**src/rtl/ecall_print_uart.sv**
```systemverilog
// Console back-end for the ecall print service. A rising edge on print_flag
// captures print_data. The value is then sent on an 8N1 UART line as 8 uppercase
// ASCII hex digits, MSB nibble first, optionally followed by CR/LF. Halt requests
// are held off until the message in flight has fully left the line.
//
// Ports:
//   clk         system clock, posedge
//   rst         asynchronous reset, active-high
//   print_flag  print request level; one request per 0->1 edge
//   print_data  value to print, sampled in the acceptance cycle
//   halt_in     stop request level
//   uart_txd    serial output, idle high
//   busy        high while a message is being transmitted
//   stall       copy of busy, holds the pipeline
//   halt_out    sticky halt to the top level
//   overflow    sticky: a request arrived while busy and was dropped
module ecall_print_uart #(
   parameter int unsigned CLKS_PER_BIT = 868,
   parameter bit          NEWLINE      = 1'b1
) (
   input  logic        clk,
   input  logic        rst,
   input  logic        print_flag,
   input  logic [31:0] print_data,
   input  logic        halt_in,
   output logic        uart_txd,
   output logic        busy,
   output logic        stall,
   output logic        halt_out,
   output logic        overflow
);

   localparam int unsigned CntW     = (CLKS_PER_BIT > 1) ? $clog2(CLKS_PER_BIT) : 1;
   localparam logic [CntW-1:0] CntMax = CntW'(CLKS_PER_BIT - 1);
   localparam logic [3:0]      LastChar = NEWLINE ? 4'd9 : 4'd7;

   typedef enum logic [1:0] {StIdle, StStart, StData, StStop} state_e;

   state_e          state_q, state_d;
   logic [CntW-1:0] cnt_q, cnt_d;
   logic [2:0]      bit_q, bit_d;
   logic [3:0]      char_q, char_d;
   logic [31:0]     shreg_q, shreg_d;
   logic            print_flag_q;  // previous print_flag level for edge detection
   logic            halt_q, halt_d;
   logic            ovf_q, ovf_d;

   logic            req;
   logic            tick;
   logic [3:0]      nib;
   logic [7:0]      chr;

   // Once halted, further requests are ignored entirely (not counted as overflow).
   assign req  = print_flag & ~print_flag_q & ~halt_q;
   assign tick = (cnt_q == '0);

   // Character currently on the line.
   always_comb begin
      nib = shreg_q[{3'd7 - char_q[2:0], 2'b00} +: 4];
      if (char_q == 4'd8) begin
         chr = 8'h0D;
      end else if (char_q == 4'd9) begin
         chr = 8'h0A;
      end else if (nib < 4'd10) begin
         chr = 8'h30 + {4'h0, nib};
      end else begin
         chr = 8'h37 + {4'h0, nib};  // 'A' - 10
      end
   end

   always_comb begin
      state_d = state_q;
      cnt_d   = tick ? CntMax : cnt_q - 1'b1;
      bit_d   = bit_q;
      char_d  = char_q;
      shreg_d = shreg_q;
      halt_d  = halt_q;
      ovf_d   = ovf_q;

      // A request that arrives outside IDLE is dropped, including on the last STOP cycle.
      if (req && (state_q != StIdle)) begin
         ovf_d = 1'b1;
      end

      unique case (state_q)
         StIdle: begin
            cnt_d = CntMax;
            if (req) begin
               shreg_d = print_data;
               char_d  = 4'd0;
               state_d = StStart;
            end else if (halt_in) begin
               halt_d = 1'b1;
            end
         end
         StStart: begin
            if (tick) begin
               bit_d   = 3'd0;
               state_d = StData;
            end
         end
         StData: begin
            if (tick) begin
               if (bit_q == 3'd7) begin
                  state_d = StStop;
               end else begin
                  bit_d = bit_q + 3'd1;
               end
            end
         end
         StStop: begin
            if (tick) begin
               if (char_q == LastChar) begin
                  state_d = StIdle;
               end else begin
                  char_d  = char_q + 4'd1;
                  state_d = StStart;
               end
            end
         end
      endcase
   end

   always_ff @(posedge clk or posedge rst) begin
      if (rst) begin
         state_q      <= StIdle;
         cnt_q        <= '0;
         bit_q        <= '0;
         char_q       <= '0;
         shreg_q      <= '0;
         print_flag_q <= 1'b0;
         halt_q       <= 1'b0;
         ovf_q        <= 1'b0;
      end else begin
         state_q      <= state_d;
         cnt_q        <= cnt_d;
         bit_q        <= bit_d;
         char_q       <= char_d;
         shreg_q      <= shreg_d;
         print_flag_q <= print_flag;
         halt_q       <= halt_d;
         ovf_q        <= ovf_d;
      end
   end

   // Line level decoded straight from state so reset forces it high immediately.
   always_comb begin
      uart_txd = 1'b1;
      unique case (state_q)
         StIdle:  uart_txd = 1'b1;
         StStart: uart_txd = 1'b0;
         StData:  uart_txd = chr[bit_q];
         StStop:  uart_txd = 1'b1;
      endcase
   end

   assign busy     = (state_q != StIdle);
   assign stall    = busy;
   assign halt_out = halt_q;
   assign overflow = ovf_q;

endmodule

```
**config.mk**
```make
export PLATFORM = sky130hd
export DESIGN_NAME = ecall_print_uart
export DESIGN_NICKNAME = d
export VERILOG_FILES = /design/src/rtl/ecall_print_uart.sv
export SDC_FILE = /design/constraint.sdc
export NUM_CORES = 1
export LEC_CHECK = 0
export BUFFER_PORTS_ARGS = -buffer_cell sky130_fd_sc_hd__buf_2
export CELL_PAD_IN_SITES_DETAIL_PLACEMENT = 0
export CELL_PAD_IN_SITES_GLOBAL_PLACEMENT = 1
export CORE_ASPECT_RATIO = 1.5
export CORE_MARGIN = 1.5
export CORE_UTILIZATION = 39
export CTS_CLUSTER_SIZE = 20
export DETAILED_ROUTE_END_ITERATION = 7
export PLACE_DENSITY_LB_ADDON = 0.1
export SLEW_MARGIN = 20
export SYNTH_ARGS = -nofsm -noshare
export SYNTH_HDL_FRONTEND = slang
export SYNTH_SLANG_ARGS = --single-unit
```
**constraint.sdc**
```tcl
create_clock -name clk -period 3.44 [get_ports clk]
set_input_delay 0.172 -clock clk [delete_from_list [all_inputs] [get_ports clk]]
set_output_delay 0.172 -clock clk [all_outputs]
set_load 0.03 [all_outputs]
```
==> impl_results.md <==
* Core box area at 0.006944 mm2
* Vias in the first global route at 2160
* Critical Path Source Type: register
* Multi-input gate area in the final layout at 0.001371 mm2
* Ratio of final minimum period to clock period at a little over nine tenths
* Largest net degree at the start of global routing at 53
* Gpl congestion at 0.7461
* P&R area growth vs syn at 14.34%
* CP cell instances: mux4_1, mux2i_1, buf_4, ha_1, nand2_1, mux2i_1, a311oi_1, or4_1, o221ai_1, buf_2
* Crit path buffers/inverters at 2
* Layout net count at 383
* Fillers at about 700
* Synth Cell Area at 0.002835 mm2
* Max-cap viol count at 0
* Mapped Nets at 341
* Total congestion overflow at 0
* Die X at 72.62 um
* Share of cells above drive strength 1 at 20.18%
* Setup Buffers After CTS at 0
* Slowest cell on the critical path: mux4_1
* Die area at 0.007801 mm2
* Clk sink count at 54
* DP Worst Slack at 0.5247 ns
* Clk_skew at 0.006834 ns
* Top_reg_cell synth: dfrtp_1
* I/O pins at 41
* Leakage Power at 1.667 nW
* CTS tree: built
* Most common cell after layout, fill and taps aside: nand2_1
* H-tree Lvls at 2
* CP required at around 3.3 ns
* CP Launch Point: char_q[1]
* Final WS setup at 0.2200 ns
* Worst hold-check path type: in -> reg
* Sequential Area at 0.001353 mm2
* Pwr Density at 676.6 mW/mm2
* Clock tree root driver cell: clkbuf_8
* Worst Setup End Kind: output port
* Cell count after synthesis at just under 300
* Synth async-reset ratio at 100.0%
* Arrival time worst endpoint at 3.05 ns
* Fin. Hold Viols at 0
* Total Routed Length at around 6000 um
* Min-delay src: print_data[25]
* Sequential fraction of the synthesis area at a little under half
* Peak VDD IR at 0.2552 mV
* Mean Syn Cell Area at 9.644 um2
* CTS buffer count at 5
* Outcome: complete, no violations
* Synth Warn # at 0
* Count of input and output buffers at 40
* GRT Util Overall at between 15 and 20%
* Vias at 2101
* Max Fclk at 310.6 MHz
* CP max FO at 4
* Die height at 107.4 um
* Cell family with most CP delay: multiplexers
* Most frequent cells in the layout: nand2_1 (113), dfrtp_1 (53), buf_2 (40)
* Min Tclk post-route at 3.220 ns
* Core Util, Final at 46.68%
* Starting Density at 40.83%
* Critical Path Max Stage Delay at 0.56 ns
* Pre-antenna DRT Iters at 4
* Fin. max-slew vios at 0
* Most common cell on crit path: mux2i_1
* Unrepaired setup endpoints after global routing: no
* CTS max path bufs at 2
* Worst r2r src: cnt_q[4]
* Slew HR at 56.84%
* Clk_lat worst skew at 0.31 ns
* #FFs+latches synth at 54
* Post-route ant nets at 0
* Number of flops mapped to enable cells by yosys at 0
* First DRT Iteration DRCs at slightly above 100
* Row count at 37
* Critical setup path kind: reg -> out
* Setup TNS at 0 ns
* Post-route DRC violation count at 0
* Vias per cell at 5.063
* Yosys cell types at 47
* Initial antenna violation count at 0
* Antenna cells at 0
* DR WL/cell at 14.46 um
* Worst slew pin tran at 0.6474 ns
* Post-detail-place hpwl at between 4000 and 5000 um
* # setup viols final at 0
* Clk slew on worst S/H paths at 0.10 ns
* First-pass GRT wire length at 10210 um
state kept, by name, indices dropped and copies added, names as in the netlist:
name / flops
print_flag_q: 1
shreg_q: 32
bit_q: 3
state_q: 2
overflow: 1
halt_out: 1
cnt_q: 10
char_q: 4
layer usage:
layer / GRT usage, % / routed length (um) / vias up / share of wire (%)
li1: - / - / 1068 / -
met1: 20.46 / 2543 / 996 / 42
met2: 29.75 / 3250 / 28 / 54
met3: 2.528 / 104 / 9 / 1.7
met4: 5.930 / 102 / 0 / 1.7
met5: 0 / 0 / - / 0
cell usage after synthesis (all sizes together), types with 3 or more instances:
master | count | area [um2]
nand2 | 113 | 424.2
dfrtp | 54 | 1351
nor2 | 15 | 56.30
ha | 11 | 137.6
inv | 10 | 37.54
clkbuf | 8 | 31.28
mux2i | 8 | 83.83
mux4 | 8 | 198.9
a21oi | 5 | 25.02
a22o | 5 | 43.79
xnor2 | 5 | 43.79
buf | 4 | 27.52
o21ai | 4 | 20.02
mux2 | 3 | 37.53
nand3 | 3 | 15.01
nand3b | 3 | 22.52
nor4 | 3 | 25.02
xor2 | 3 | 26.28
where the power goes:
part	internal (mW)	switching [mW]
clock network	0.185	0.215
logic	0.404	0.475
registers	0.782	0.132
total	1.37	0.823
worst paths after layout:
check,slack [ns],endpoint,depth (start not counted)
setup / recovery,0.22,uart_txd,10
hold / removal,0.04,shreg_q[25],3
setup reg to reg,0.98,state_q[1],6
hold reg to reg,0.48,shreg_q[24],2
max in group asynchronous,2.41,bit_q[0],4
min in group asynchronous,0.50,cnt_q[1],3
tightest hold or removal path, delay by kind of cell:
family / cells / cell delay (ns)
simple gates: 2 / 0.08
buf+inv: 1 / 0.07
cells by family (layout without fill, tap and decap cells):
kind of cell               after synthesis  in the layout  share of synthesized area, %
adders and majority gates               11             11                         4.854
xor gates and xnor gates                 8              8                         2.471
muxes                                   19             19                         11.30
AOI/OAI and AO/OA                       27             27                         6.973
and+or+nand+nor                        152            152                         22.73
DFF                                     54             54                         47.66
buffers and inverters                   23             66                         4.016
final cells by class:
class | instances | share of cell area (%)
sequential | 54 | 41.72
clock buffer | 7 | 2.972
timing repair buffer | 47 | 7.951
multi-input combinational | 217 | 42.30
tap | 78 | 3.010
clock inverter | 1 | 0.2702
inverter | 11 | 1.775
stage by stage:
| stage | area (um2) | std cells | hold slack, ns | power [mW] |
|---|---|---|---|---|
| 5_1_grt | 3242 | 415 | 0.03343 | 2.371 |
| 3_5_place_dp | 3114 | 405 | 0.3004 | 1.815 |
| 2_1_floorplan | 2835 | 294 | 0.2034 | 1.582 |
| 4_1_cts | 3239 | 415 | 0.03403 | 2.226 |
| 3_3_place_gp | 3112 | 405 | 0.2908 | 1.804 |
| 6_report | 3242 | 415 | 0.04291 | 2.193 |
repair_timing:
| item | in CTS | in global routing |
|---|---|---|
| hold buffers | 2 | 0 |
| endpoints found under the hold margin | 52 | 0 |
| endpoints found under the setup margin | 0 | 1 |
| resized for setup | 0 | 1 |
Note: power is estimated with default switching activity, not from simulation.
